===== src/rtl/pc_pkg.sv =====
// Shared encodings for the fetch-stage PC sequencer: redirect addressing modes
// and sequencer control states.
package pc_pkg;

  localparam logic [1:0] MODE_I    = 2'b00;
  localparam logic [1:0] MODE_D    = 2'b01;
  localparam logic [1:0] MODE_RS_I = 2'b10;
  localparam logic [1:0] MODE_RSVD = 2'b11;

  typedef enum logic [1:0] {
    ST_RUN  = 2'b00,
    ST_VEC  = 2'b01,
    ST_HALT = 2'b10
  } pc_state_e;

endpackage


===== src/rtl/pc_target_adder.sv =====
// Redirect target generation: picks the base (link PC or register), sign-extends
// the immediate that goes with the mode and adds modulo 2**WIDTH.
module pc_target_adder
  import pc_pkg::*;
#(
  parameter int WIDTH   = 16,
  parameter int IMM_I_W = 8,
  parameter int IMM_D_W = 11
) (
  input  logic [1:0]         mode_i,
  input  logic [WIDTH-1:0]   pc2_i,
  input  logic [WIDTH-1:0]   rs_i,
  input  logic [IMM_I_W-1:0] imm_i_i,
  input  logic [IMM_D_W-1:0] imm_d_i,
  output logic [WIDTH-1:0]   target_o
);

  logic signed [WIDTH-1:0] sext_i;
  logic signed [WIDTH-1:0] sext_d;
  logic [WIDTH-1:0]        base;
  logic [WIDTH-1:0]        offs;

  assign sext_i = {{(WIDTH-IMM_I_W){imm_i_i[IMM_I_W-1]}}, imm_i_i};
  assign sext_d = {{(WIDTH-IMM_D_W){imm_d_i[IMM_D_W-1]}}, imm_d_i};

  // Reserved mode yields a don't-care target; the sequencer substitutes pc_plus.
  always_comb begin
    base = pc2_i;
    offs = sext_i;
    case (mode_i)
      MODE_D:    offs = sext_d;
      MODE_RS_I: base = rs_i;
      default:   ;
    endcase
  end

  assign target_o = base + offs;

endmodule


===== src/rtl/pc_sequencer.sv =====
// Fetch-stage PC sequencer: architectural PC, EPC, SIIC vectoring, RTI, stall,
// halt and one-cycle error pulses for nesting/RTI/reserved-mode misuse.
module pc_sequencer
  import pc_pkg::*;
#(
  parameter int               WIDTH      = 16,
  parameter int               IMM_I_W    = 8,
  parameter int               IMM_D_W    = 11,
  parameter int               INSN_BYTES = 2,
  parameter logic [WIDTH-1:0] RESET_PC   = '0,
  parameter logic [WIDTH-1:0] EXC_VECTOR = WIDTH'('h0002)
) (
  input  logic               clk,
  input  logic               rst,
  input  logic               stall,
  input  logic               redir_valid,
  input  logic [1:0]         redir_mode,
  input  logic [WIDTH-1:0]   redir_pc2,
  input  logic [WIDTH-1:0]   rs,
  input  logic [IMM_I_W-1:0] imm_i,
  input  logic [IMM_D_W-1:0] imm_d,
  input  logic               siic,
  input  logic               rti,
  input  logic               halt,
  output logic [WIDTH-1:0]   pc,
  output logic [WIDTH-1:0]   pc_plus,
  output logic [WIDTH-1:0]   epc,
  output logic               fetch_valid,
  output logic               in_handler,
  output logic               err
);

  pc_state_e        state_q;
  logic [WIDTH-1:0] pc_q;
  logic [WIDTH-1:0] epc_q;
  logic             fv_q;
  logic             inh_q;
  logic             err_q;
  logic [WIDTH-1:0] target;

  assign pc_plus = pc_q + WIDTH'(INSN_BYTES);

  pc_target_adder #(
    .WIDTH  (WIDTH),
    .IMM_I_W(IMM_I_W),
    .IMM_D_W(IMM_D_W)
  ) u_target (
    .mode_i  (redir_mode),
    .pc2_i   (redir_pc2),
    .rs_i    (rs),
    .imm_i_i (imm_i),
    .imm_d_i (imm_d),
    .target_o(target)
  );

  always_ff @(posedge clk or posedge rst) begin
    if (rst) begin
      state_q <= ST_RUN;
      pc_q    <= RESET_PC;
      epc_q   <= '0;
      fv_q    <= 1'b0;
      inh_q   <= 1'b0;
      err_q   <= 1'b0;
    end else begin
      err_q <= 1'b0;
      case (state_q)
        ST_HALT: fv_q <= 1'b0;
        // Bubble cycle: pc already sits on the vector, fetch resumes next cycle.
        ST_VEC: begin
          state_q <= ST_RUN;
          fv_q    <= 1'b1;
        end
        default: begin
          fv_q <= 1'b1;
          if (halt) begin
            state_q <= ST_HALT;
            fv_q    <= 1'b0;
          end else if (siic) begin
            if (inh_q) err_q <= 1'b1;
            else       epc_q <= redir_pc2;
            pc_q    <= EXC_VECTOR;
            inh_q   <= 1'b1;
            state_q <= ST_VEC;
            fv_q    <= 1'b0;
          end else if (rti) begin
            pc_q  <= epc_q;
            inh_q <= 1'b0;
            err_q <= ~inh_q;
          end else if (redir_valid) begin
            if (redir_mode == MODE_RSVD) begin
              pc_q  <= pc_plus;
              err_q <= 1'b1;
            end else begin
              pc_q <= target;
            end
          end else if (!stall) begin
            pc_q <= pc_plus;
          end
        end
      endcase
    end
  end

  assign pc          = pc_q;
  assign epc         = epc_q;
  assign fetch_valid = fv_q;
  assign in_handler  = inh_q;
  assign err         = err_q;

endmodule


===== config.mk =====
export PLATFORM = sky130hd
export DESIGN_NAME = pc_sequencer
export DESIGN_NICKNAME = d
export VERILOG_FILES = /design/src/rtl/pc_pkg.sv /design/src/rtl/pc_target_adder.sv /design/src/rtl/pc_sequencer.sv
export SDC_FILE = /design/constraint.sdc
export NUM_CORES = 1
export LEC_CHECK = 0
export CORE_UTILIZATION = 35
export DETAILED_ROUTE_END_ITERATION = 8
export MAX_ROUTING_LAYER = met4
export PLACE_DENSITY = 0.66
export SKIP_LAST_GASP = 1
export SYNTH_ARGS = -nofsm -noshare
export SYNTH_HDL_FRONTEND = slang
export SYNTH_SLANG_ARGS = --single-unit
export TNS_END_PERCENT = 100

===== constraint.sdc =====
create_clock -name clk -period 1.85 [get_ports clk]
set_input_delay 0.185 -clock clk [delete_from_list [all_inputs] [get_ports clk]]
set_output_delay 0.185 -clock clk [all_outputs]
set_load 0.03 [all_outputs]

=== Word level (Yosys, flattened, before mapping) ===
Cells that the tools add are included.

* Register bits: 37
* Output and inout port bits: 51
* Input port bits: 60
* Word-level logic and storage cells: 47

* Eq/ne operators: 6
* Reduce and logical (&&, ||, !) cells: 7
* Muxes and demuxes: 22
* Bitwise logic cells: 4
* Add/sub/neg operators: 2

{| class="wikitable"
|+ Operators with widths
! operator !! number
|-
| $mux W16 || 7
|-
| $add A16 B16 Y16 || 1
|-
| $add A16 B2 Y16 const B || 1
|-
| $mux W1 || 11
|-
| $eq A2 B2 Y1 const B || 3
|-
| $reduce_and A3 Y1 || 2
|-
| $eq A2 B1 Y1 const B || 2
|-
| $mux W2 || 2
|-
| $ne A4 B1 Y1 const B || 1
|-
| $not A1 Y1 || 4
|-
| $pmux W2 S2 || 1
|-
| $reduce_and A4 Y1 || 1
|-
| $reduce_bool A3 Y1 || 1
|-
| $pmux W1 S2 || 1
|-
| $reduce_and A2 Y1 || 1
|-
| $reduce_bool A2 Y1 || 1
|-
| $reduce_or A2 Y1 || 1
|}

=== Longest topological paths before layout ===
Gate-level depths: netlist (run 1).

* Depth after elaboration: 7
* Mapped depth: 13
* Depth with buffers taken out: 11

=== Hierarchy ===
Synthesis (run 1) repeated with hierarchy kept, for this count alone.

* Cell total of the unflattened synthesis: 386
* Area, all modules: 3414.5 µm²

{| class="wikitable"
|+ Modules (own cells, without submodules)
! module !! cells each !! sequential area each (µm²) !! instances !! area each (µm²)
|-
| pc_sequencer || 228 || 925.9 || 1 || 2234.6
|-
| pc_target_adder || 158 || 0.0 || 1 || 1179.9
|}

=== Least setup slack after synthesis (run 1) ===
No wires, ideal clock.

* Path kind: input -> register
* Start: in redir_mode[0]
* End: reg pc_q[14], in the netlist pc[14]
* Cell stages on the path: 13
* Setup slack: -1050 ps
* Data arrival time: 2773 ps
* Library setup time: 127 ps
* Buffers on the path: 3
* Data required time: 1723 ps
* Cell sequence: buf_2 > nor2b_1 > clkbuf_1 > buf_2 > mux2_2 > ha_1 > fa_1 > a21oi_1 > o221ai_2 > a311oi_1 > o21ai_0 > xnor2_1 > o21ai_1

* Word-level cells in the longest chain between the ends: 7
* Elaborated cells on any way between the ends: 10
* Those cells by class: add/sub: 1; eq/ne: 3; mux: 6

{| class="wikitable"
|+ Ends and longest elaborated chain
! item !! RTL line !! RTL
|-
| start: declaration || pc_sequencer.sv:17 || <nowiki>input logic [1:0] redir_mode,</nowiki>
|-
| $eq A2 B2 Y1 / $eq A2 B1 Y1 (equally long branches) || pc_target_adder.sv:30 || <nowiki>case (mode_i)</nowiki>
|-
| $mux W16 || pc_target_adder.sv:30 ||
|-
| $add A16 B16 Y16 || pc_target_adder.sv:37 || <nowiki>assign target_o = base + offs;</nowiki>
|-
| $mux W16 (*) || pc_sequencer.sv:90 || <nowiki>if (redir_mode == MODE_RSVD) begin</nowiki>
|-
| $mux W16 (*) || pc_sequencer.sv:89 || <nowiki>end else if (redir_valid) begin</nowiki>
|-
| $mux W16 (*) || pc_sequencer.sv:85 || <nowiki>end else if (rti) begin</nowiki>
|-
| $mux W16 (*) || pc_sequencer.sv:78 || <nowiki>end else if (siic) begin</nowiki>
|-
| end signal: assignment || pc_sequencer.sv:86 || <nowiki>pc_q <= epc_q;</nowiki>
|-
| end signal: assignment || pc_sequencer.sv:91 || <nowiki>pc_q <= pc_plus;</nowiki>
|-
| end signal: assignment || pc_sequencer.sv:94 || <nowiki>pc_q <= target;</nowiki>
|-
| end: declaration || pc_sequencer.sv:34 || <nowiki>logic [WIDTH-1:0] pc_q;</nowiki>
|}

Every way passes the cells marked *; elsewhere a longest branch is shown, timed or not.
A chain may end at the register's enable or synchronous reset.

=== Final worst setup path (run 1) ===
* Start: in redir_mode[0]
* End: reg pc_q[8], in the netlist pc[8]

The elaborated chain is that of the path after synthesis.

==> impl_metrics.csv, run 1 <==
group,metric,value,unit
outcome,status,"finished, violations left",
outcome,failed_checks,"setup timing",
cts,cts_sinks,37,
timing,post-route-period-util,1.201,
global_routing,grt_overflow,0,
place,gp_congestion,0.8967,
timing,rsz0062_at_grt,"yes",
setup_path,critPathSlowestCell,"fa_2",
cts,cts_buffer_depth,2,
power,total_power,7.597,mW
finish,antenna_cells,0,
run,cap_violations,0,
die,rows,35,
setup_path,worstPathMaxFanout,5,
synth,syn_avg_cell_area,8.994,µm²
power,switching_power,3.382,mW
cts,clock-root-buffer,"clkbuf_8",
detailed_routing,routedWlPerCell,16.58,µm
power,leakage,2.809,nW
setup_path,worstPathCellList,"buf_8, nor2b_4, buf_6, mux2_4, ha_4, fa_2, a21oi_4, o221ai_4, a31oi_1, xnor2_1, nor2_2, o21ai_1",
synth,async_flop_share,1.000,
setup_path,critPathRequiredTime,2.07,ns
synth,synth-seq-cells,37,
detailed_routing,drt_iter0_markers,152,
die,coreArea,0.009240,mm²
die,fp.dieW,99.64,µm
place,hpwl,8994,µm
worst_hold_path,hold_class,"input pin to asynchronous set/reset pin",
setup_path,cp_data_arrival_time,2.44,ns
setup_path,max_stage_delay,0.38,ns
power,seq_power_share,0.212,
global_routing,use_met3,0.03443,
place,placed_area,0.005339,mm²
synth,syn_nets,450,
cts,cts.htree.levels,2,
global_routing,grt_pass1_vias,3690,
global_routing,gr-usage-met1,0.2923,
finish,syn2layout_area_growth,87.66,%
global_routing,busiest_layer,"met2",
timing,slew_viol_final,0,
cts,clk_pin_slew,0.07,ns
finish,drive_gt1_frac,0.4501,
synth,yosysSeqAreaShare,0.2775,
timing,skew,0.002517,ns
power,p_comb_frac,0.709,
finish,instances_no_fill,720,
power,irDropWorstVdd,0.4940,mV
synth,syn_inst,371,
global_routing,track_usage,0.2394,
synth,synth_area,0.003337,mm²
synth,synth_edf_count,0,
setup_path,endpoint_kind,"flip-flop",
place,dp.cells,678,
global_routing,grt_pass1_wl,18110,µm
setup_path,startpoint_type,"input pin",
detailed_routing,drc_errors,0,
place,dp_worst_setup_slack,-1.200,ns
timing,finalSetupTns,-3.623,ns
detailed_routing,post_drt_via_cell_ratio,5.158,
cts,cts_tree,"built",
power,internal-power,4.215,mW
finish,nets,669,
finish,design_area,0.006262,mm²
die,die_area,0.009928,mm²
place,port_buffers,110,
detailed_routing,firstDrtPassIters,4,
cts,cts_made_buffers,5,
detailed_routing,drtAntennaViolNets,0,
timing,hold-worst-slack,0.2997,ns
synth,yosys.cell_types.count,67,
global_routing,grt_max_degree,38,
setup_path,rr_worst_depth,6,
timing,finalSetupViolCount,15,
die,start_util,0.3611,
power,clkPwrFrac,0.079,
die,ios,111,
global_routing,antenna_found_initial,0,
finish,final_cell_mix,"111 x buf_4, 90 x clkdlybuf4s50_1, 35 x nand2_1",
power,switching_share,0.4451,
detailed_routing,routed_wl,11940,µm
timing,setup_ws,-0.3727,ns
timing,period_needed,2.223,ns
synth,yosysWarnings,0,
timing,hold_violations,0,
global_routing,grtUsageMet2,0.4135,
timing,max_slew_margin,0.6753,
finish,layout_commonest_cell,"buf_4",
power,powerDensity,1213,mW/mm²
timing,fmax,0.4499,GHz
timing,max_slew.worst_pin.slew,0.4870,ns
finish,final_core_util,0.6777,
detailed_routing,vias,3714,
cts,clkLatencyLatePin,0.29,ns
setup_path,crit_type,"input pin to flip-flop",
die,die_y,99.64,µm
synth,synth_top_flop_cell,"dfrtp_1",
-- final cells by class --
class                   instances  area (µm²)
clock buffers                   8       90.09
fillers                       719        2978
inverters                      15       56.30
multi-input cells             302        2897
flip-flops and latches         37       935.9
well taps                     129       161.4
repair buffers                229        2122
-- sequential cells by signal, summed over array words and instances (netlist names) --
name,count
epc,16
pc,16
state_q,2
err,1
fetch_valid,1
in_handler,1
-- power groups by stage --
| stage | Combinational [mW] | Clock (mW) | Sequential, mW |
|---|---|---|---|
| finish | 5.39 | 0.597 | 1.61 |
| global route | 5.69 | 0.633 | 1.65 |
| CTS | 4.93 | 0.604 | 1.58 |
| detailed placement | 4.56 | 0 | 1.60 |
| global placement | 4.50 | 0 | 1.58 |
| floorplan | 1.88 | 0 | 2.22 |
-- per-layer routing --
metal	vias up	routed length, µm
met2	125	5878
met4	0	245
met1	1788	5269
met3	19	545
met5	-	0
li1	1782	-
-- worst paths after layout --
path                                              from                endpoint  slack (ns)
worst max-delay path                     redir_mode[0]       pc[8]$_DFFE_PP0P_       -0.37
worst min-delay path                               rst  state_q[1]$_DFFE_PP0P_        0.30
worst max register to register  state_q[1]$_DFFE_PP0P_      epc[1]$_DFFE_PP0P_        0.01
worst min register to register     epc[10]$_DFFE_PP0P_     epc[10]$_DFFE_PP0P_        0.54
max in group asynchronous                          rst       pc[8]$_DFFE_PP0P_        1.18
min in group clk                          redir_pc2[1]      epc[1]$_DFFE_PP0P_        0.31
-- cell families (layout without fill, tap and decap cells) --
logic type                 count (synthesis)  in the layout  synth area share
and+or+nand+nor                          120            120            0.1995
AOI/OAI and AO/OA                        102            102            0.2171
DFF                                       37             37            0.2775
muxes                                     34             34            0.1125
buffers and inverters                     32            252           0.04462
xor gates and xnor gates                  27             27           0.07537
adders and majority gates                 19             19           0.07349
-- repair_timing --
item	in CTS	in global routing
pin swaps	39	40
endpoints found under the setup margin	38	37
hold buffers	0	0
cloned	0	2
resized for setup	72	52
hold endpoints to repair	0	0
buffers inserted	17	17
-- critical path, delay by kind of cell --
kind	cells	cell delay (ns)
AO/OA/AOI/OAI	4	0.72
adder cells (fa/ha/maj)	2	0.56
multiplexers	1	0.31
buffers and inverters	2	0.24
AND/OR/NAND/NOR	2	0.21
XOR/XNOR	1	0.20
-- Yosys cell counts, types with 6 or more instances --
library cell  count  share of area
nand2_1          44          0.049
dfrtp_1          37           0.28
mux2_2           28          0.094
a21oi_1          23          0.034
nor2_1           22          0.025
ha_1             18          0.067
xnor2_1          18          0.047
inv_1            15          0.017
a21o_1           14          0.031
o21ai_0          14          0.021
nand2b_1         11          0.021
nand3_1          11          0.016
clkbuf_1          8         0.0090
xor2_1            7          0.018
buf_2             6         0.0090
mux2i_1           6          0.018
Power figures use the tool's default switching activity.
==> run 2: changes to the inputs <==
--- a/config.mk
+++ b/config.mk
@@ -5,10 +5,10 @@
 export SDC_FILE = /design/constraint.sdc
 export NUM_CORES = 1
 export LEC_CHECK = 0
-export CORE_UTILIZATION = 35
+export CORE_UTILIZATION = 47
 export DETAILED_ROUTE_END_ITERATION = 8
 export MAX_ROUTING_LAYER = met4
-export PLACE_DENSITY = 0.66
+export PLACE_DENSITY = 0.82
 export SKIP_LAST_GASP = 1
 export SYNTH_ARGS = -nofsm -noshare
 export SYNTH_HDL_FRONTEND = slang
==> constraint.sdc (replaced) <==
create_clock -name clk -period 2.2 [get_ports clk]
set_input_delay 0.33 -clock clk [delete_from_list [all_inputs] [get_ports clk]]
set_output_delay 0.33 -clock clk [all_outputs]
set_load 0.03 [all_outputs]
==> run 2 against run 1 <==
Effect of this change:
- final area down 12%
- clock-buffer cell count down 3
- critical endpoint is now pc[14]$_DFFE_PP0P_
- the flow still finishes with violations (setup timing)
- die area is 25% lower
- final cell count fell by 11%
- clock skew grew 0.0013 ns
- sequential share of layout area grew 1.8 points
==> impl_metrics.csv, run 2 (synthesis results as in run 1) <==
group,metric,value,unit
outcome,status,"finished, violations left",
outcome,failed_checks,"setup timing",
power,seq_power_share,0.241,
timing,hold-worst-slack,0.4168,ns
detailed_routing,post_drt_via_cell_ratio,5.638,
timing,rsz0062_at_grt,"yes",
setup_path,rr_worst_depth,7,
die,die_area,0.007441,mm²
worst_hold_path,min_to,"epc[4]$_DFFE_PP0P_",
timing,post-route-period-util,1.093,
finish,antenna_cells,0,
global_routing,grt_pass1_wl,17970,µm
finish,syn2layout_area_growth,65.84,%
cts,cts_tree,"built",
setup_path,worst-path-buf-inv,2,
setup_path,worstPathMaxFanout,7,
power,powerDensity,1029,mW/mm²
setup_path,critical-path-top-delay-family,"compound AO/OA/AOI/OAI gates",
die,die_y,86.26,µm
setup_path,crit_type,"input pin to flip-flop",
finish,design_area,0.005534,mm²
die,coreArea,0.006832,mm²
setup_path,endpoint_kind,"flip-flop",
setup_path,worstPathCellList,"buf_6, nor2b_4, buf_6, mux2_4, ha_4, fa_2, a21oi_2, o221ai_4, a311oi_1, o21ai_1, xnor2_1, o21ai_1",
worst_hold_path,timing.hold.worst_path_depth,2,
setup_path,r2r_start,"state_q[0]$_DFFE_PP0P_",
timing,finalSetupViolCount,10,
cts,cts_sinks,37,
place,dp_worst_setup_slack,-0.9802,ns
setup_path,cp_data_arrival_time,2.59,ns
place,hpwl,8868,µm
power,leakage,2.478,nW
run,cap_violations,0,
detailed_routing,drt_iter0_markers,182,
setup_path,r2r_setup_slack,0.25,ns
die,start_util,0.4885,
global_routing,track_usage,0.3221,
cts,clock-root-buffer,"clkbuf_8",
global_routing,grt_overflow,0,
die,fp.dieW,86.26,µm
cts,hold_buffers,0,
cts,cts.htree.levels,2,
finish,multi_input_area,0.002654,mm²
worst_hold_path,worstHoldStart,"redir_pc2[4]",
timing,setup_ws,-0.2039,ns
detailed_routing,firstDrtPassIters,5,
timing,period_needed,2.404,ns
finish,instances_no_fill,643,
power,internal-power,2.976,mW
finish,regArea,928.4,µm²
finish,nets,625,
finish,fill_cells,475,
timing,slew_viol_final,0,
place,gp_congestion,0.9098,
die,rows,30,
cts,cts_made_buffers,5,
timing,max_slew.worst_pin.slew,0.5127,ns
power,irDropWorstVdd,0.5303,mV
cts,cts_buffer_depth,2,
timing,finalSetupTns,-0.8363,ns
setup_path,startpoint_type,"input pin",
detailed_routing,routed_wl,11520,µm
detailed_routing,vias,3625,
place,dp.cells,624,
timing,max_slew_margin,0.6582,
power,switching_power,2.719,mW
timing,hold_violations,0,
setup_path,critPathRequiredTime,2.39,ns
power,clkPwrFrac,0.087,
cts,clk_pin_slew,0.08,ns
global_routing,antenna_found_initial,0,
finish,drive_gt1_frac,0.3510,
cts,clkLatencyLatePin,0.30,ns
finish,final_cell_mix,"90 x clkdlybuf4s50_1, 74 x buf_4, 40 x nand2_1",
setup_path,setup.worst_path.start,"redir_mode[0]",
finish,layout_commonest_cell,"clkdlybuf4s50_1",
setup_path,critPathSlowestCell,"fa_2",
timing,skew,0.003814,ns
place,placed_area,0.005071,mm²
finish,final_core_util,0.8101,
power,p_comb_frac,0.672,
setup_path,r2r_end,"epc[14]$_DFFE_PP0P_",
detailed_routing,drtAntennaViolNets,0,
die,ios,111,
power,switching_share,0.4774,
global_routing,grt_pass1_vias,3567,
global_routing,grt_max_degree,38,
detailed_routing,routedWlPerCell,17.91,µm
timing,fmax,0.4160,GHz
power,total_power,5.695,mW
detailed_routing,drc_errors,0,
worst_hold_path,hold_class,"input pin to flip-flop",
place,port_buffers,110,
setup_path,max_stage_delay,0.37,ns
==> run 2: changes by cell type in the layout (fill, tap and decap cells not counted), moves of 5 or more <==
cell,before,now
nand2_2,9,4
mux2_2,9,23
buf_4,111,74
nand2_1,35,40
mux2_4,19,5
dfrtp_2,8,2
xnor2_1,8,13
dlygate4sd2_1,4,9
dfrtp_1,29,35
==> run 2: worst max path at each step <==
stage,to,slack [ns],cells past startpoint
global placement,pc[11]$_DFFE_PP0P_,-0.91,11
finish,pc[14]$_DFFE_PP0P_,-0.20,12
CTS,pc[11]$_DFFE_PP0P_,-0.14,11
floorplan,pc[14]$_DFFE_PP0P_,-0.47,13
global route,pc[14]$_DFFE_PP0P_,-0.30,12
detailed placement,pc[12]$_DFFE_PP0P_,-0.98,13
==> run 2: worst register-to-register path, cell delays in order, from the launching register on <==
cell     delay (ns)
dfrtp_1        0.37
inv_1          0.07
ha_1           0.35
and2b_1        0.27
nand2_1        0.12
nor2_4         0.13
buf_12         0.18
mux2_2         0.36
==> run 2: layout make-up <==
cell class / instances / area share
Sequential cell: 37 / 0.1678
Inverter: 15 / 0.01017
Multi-Input combinational cell: 302 / 0.4795
Clock buffer: 5 / 0.01243
Clock inverter: 3 / 0.003165
Tap cell: 96 / 0.02170
Timing Repair Buffer: 185 / 0.3052
==> run 2: per-layer routing <==
layer / part of all wire / GRT usage / up-vias
met5: 0 / - / -
met1: 0.44 / 0.4281 / 1738
met2: 0.48 / 0.5108 / 164
li1: - / - / 1696
met3: 0.053 / 0.04476 / 27
met4: 0.023 / 0.09848 / 0
==> run 2: power by group through the flow <==
stage                     Sequential [mW]  Combinational, mW  Clock (mW)
after global placement               1.34               3.53           0
after detailed placement             1.37               3.60           0
after global routing                 1.40               4.05       0.528
final                                1.37               3.83       0.498
after CTS                            1.35               3.72       0.501
after floorplan                      1.85               1.55           0
==> run 2: timing repair <==
item | in CTS | in global routing
setup endpoints to repair | 22 | 15
buffers inserted | 4 | 7
gates cloned | 0 | 0
resized for setup | 65 | 13
pin swaps | 29 | 14
==> run 3: changes to the inputs <==
--- a/config.mk
+++ b/config.mk
@@ -5,10 +5,11 @@
 export SDC_FILE = /design/constraint.sdc
 export NUM_CORES = 1
 export LEC_CHECK = 0
-export CORE_UTILIZATION = 47
+export CORE_UTILIZATION = 55
 export DETAILED_ROUTE_END_ITERATION = 8
+export DONT_BUFFER_PORTS = 1
 export MAX_ROUTING_LAYER = met4
-export PLACE_DENSITY = 0.82
+export PLACE_DENSITY = 0.7
 export SKIP_LAST_GASP = 1
 export SYNTH_ARGS = -nofsm -noshare
 export SYNTH_HDL_FRONTEND = slang
==> run 3 against run 2 <==
Effect of this change:
- the flow finishes with violations (DRC, setup timing)
- global-route usage is 0.10 points higher
- power decreased by 13%
- final area fell by 23%
- sequential share of layout area up 4.9 points
- clock power rose by 26%
- register-to-register slack about the same
- non-clock buffer count fell by 112
- largest cell class unchanged
==> impl_metrics.csv, run 3 (synthesis results as in run 1) <==
group,metric,value,unit
outcome,status,"finished, violations left",
outcome,failed_checks,"DRC, setup timing",
timing,post-route-period-util,1.010,
cts,clk_pin_slew,0.08,ns
setup_path,r2r_start,"state_q[1]$_DFFE_PP0P_",
timing,period_needed,2.222,ns
timing,rsz0062_at_grt,"yes",
cts,cts.htree.levels,2,
cts,cts_sinks,37,
global_routing,grt_overflow,0,
setup_path,setup.worst_path.start,"redir_mode[1]",
timing,finalSetupViolCount,3,
timing,slew_viol_final,0,
setup_path,crit_type,"input pin to flip-flop",
finish,layout_commonest_cell,"buf_4",
detailed_routing,post_drt_via_cell_ratio,6.194,
die,coreArea,0.005886,mm²
finish,syn2layout_area_growth,27.86,%
place,hpwl,7766,µm
cts,clock-root-buffer,"clkbuf_8",
setup_path,cp_data_arrival_time,2.40,ns
die,start_util,0.5670,
place,port_buffers,0,
power,leakage,1.959,nW
power,irDropWorstVdd,0.7042,mV
global_routing,track_usage,0.3231,
die,die_area,0.006382,mm²
setup_path,critical-path-top-delay-family,"compound AO/OA/AOI/OAI gates",
detailed_routing,drc_errors,1,
die,rows,28,
setup_path,rr_worst_depth,6,
timing,fmax,0.4501,GHz
finish,instances_no_fill,510,
global_routing,busiest_layer,"met2",
global_routing,grt_pass1_vias,3122,
place,gp_congestion,0.8446,
setup_path,cp_common_cell,"o21ai_1",
timing,hold_violations,0,
detailed_routing,vias,3159,
timing,max_slew.worst_pin.slew,0.6056,ns
finish,final_cell_mix,"70 x buf_4, 42 x nand2_1, 37 x dfrtp_1",
detailed_routing,routed_wl,9838,µm
place,dp.cells,497,
die,die_y,79.89,µm
timing,max_slew_margin,0.5962,
setup_path,worstPathMaxFanout,8,
setup_path,max_stage_delay,0.36,ns
finish,drive_gt1_frac,0.3678,
setup_path,critPathRequiredTime,2.38,ns
die,ios,111,
cts,cts_made_buffers,5,
global_routing,grt_max_degree,38,
global_routing,grt_pass1_wl,15240,µm
run,cap_violations,0,
global_routing,antenna_found_initial,0,
setup_path,worstPathCellList,"nor2b_4, buf_6, mux2_4, ha_4, fa_2, a21oi_2, o221ai_2, a311oi_1, o21ai_1, xnor2_1, o21ai_1",
setup_path,critPathSlowestCell,"fa_2",
setup_path,r2r_end,"epc[9]$_DFFE_PP0P_",
global_routing,use_met3,0.05257,
timing,setup_ws,-0.02182,ns
cts,cts_tree,"built",
detailed_routing,drtAntennaViolNets,0,
power,powerDensity,1160,mW/mm²
cts,cts_buffer_depth,2,
detailed_routing,firstDrtPassIters,6,
global_routing,grtUsageMet2,0.5205,
detailed_routing,drt_iter0_markers,197,
setup_path,worst-path-buf-inv,1,
worst_hold_path,hold_class,"input pin to asynchronous set/reset pin",
finish,nets,513,
setup_path,startpoint_type,"input pin",
cts,clkLatencyLatePin,0.30,ns
finish,antenna_cells,0,
timing,finalSetupTns,-0.03389,ns
detailed_routing,routedWlPerCell,19.29,µm
global_routing,gr-usage-met1,0.4139,
timing,skew,0.01007,ns
setup_path,endpoint_kind,"flip-flop",
die,fp.dieW,79.89,µm
setup_path,r2r_setup_slack,0.26,ns
## run 3: repair_timing
item,in CTS,in global routing
pin swaps,7,8
hold buffers,0,0
buffers inserted,1,4
endpoints found under the setup margin,12,15
gates resized for setup,8,16
## run 3: how the worst max path moves through the flow
stage | depth (start not counted) | endpoint | slack (ns)
floorplan | 13 | pc[14]$_DFFE_PP0P_ | -0.47
global placement | 11 | pc[14]$_DFFE_PP0P_ | -0.51
detailed placement | 11 | pc[12]$_DFFE_PP0P_ | -0.53
CTS | 11 | pc[14]$_DFFE_PP0P_ | -0.004
global route | 11 | pc[14]$_DFFE_PP0P_ | -0.12
finish | 11 | pc[14]$_DFFE_PP0P_ | -0.02
## run 3: cell type report
class,instances,area [µm²]
multi-input combinational,302,2506
fill,455,1619
sequential,37,925.9
timing repair buffer,73,568.0
tap,75,93.84
clock buffer,7,86.33
inverter,15,56.30
clock inverter,1,30.03
## run 3: where the power goes
group / leakage [nW] / total, mW / switching (mW) / internal (mW)
clock network: 0.0585 / 0.629 / 0.259 / 0.370
registers: 0.463 / 1.68 / 0.708 / 0.976
logic: 1.44 / 2.63 / 1.52 / 1.12
total: 1.96 / 4.95 / 2.48 / 2.46
## run 3: metrics by stage
stage | instance area, µm² | utilization | hold WS (ns) | setup slack, ns | power [mW]
finish | 4267 | 0.7249 | 0.04060 | -0.02182 | 4.948
global route | 4267 | 0.7249 | 0.09186 | -0.1174 | 5.201
CTS | 4136 | 0.7028 | 0.06414 | -0.003734 | 4.884
detailed placement | 3981 | 0.6764 | 0.3783 | -0.5280 | 4.233
global placement | 3981 | 0.6764 | 0.3666 | -0.5137 | 4.157
floorplan | 3487 | - | 0.4468 | -0.4681 | 3.406
## run 3: routing by layer
layer	routed length (µm)	vias to the layer above	part of all wire
li1	-	1475	-
met1	4269	1524	0.43
met2	4781	136	0.49
met3	587	24	0.060
met4	199	0	0.020
met5	0	-	0
## run 3: worst register-to-register path, stage by stage, from the launching register on
cell     delay [ns]
dfrtp_1        0.41
ha_1           0.36
and2b_1        0.29
nand2_1        0.13
nor2_4         0.12
buf_12         0.17
mux2_2         0.36
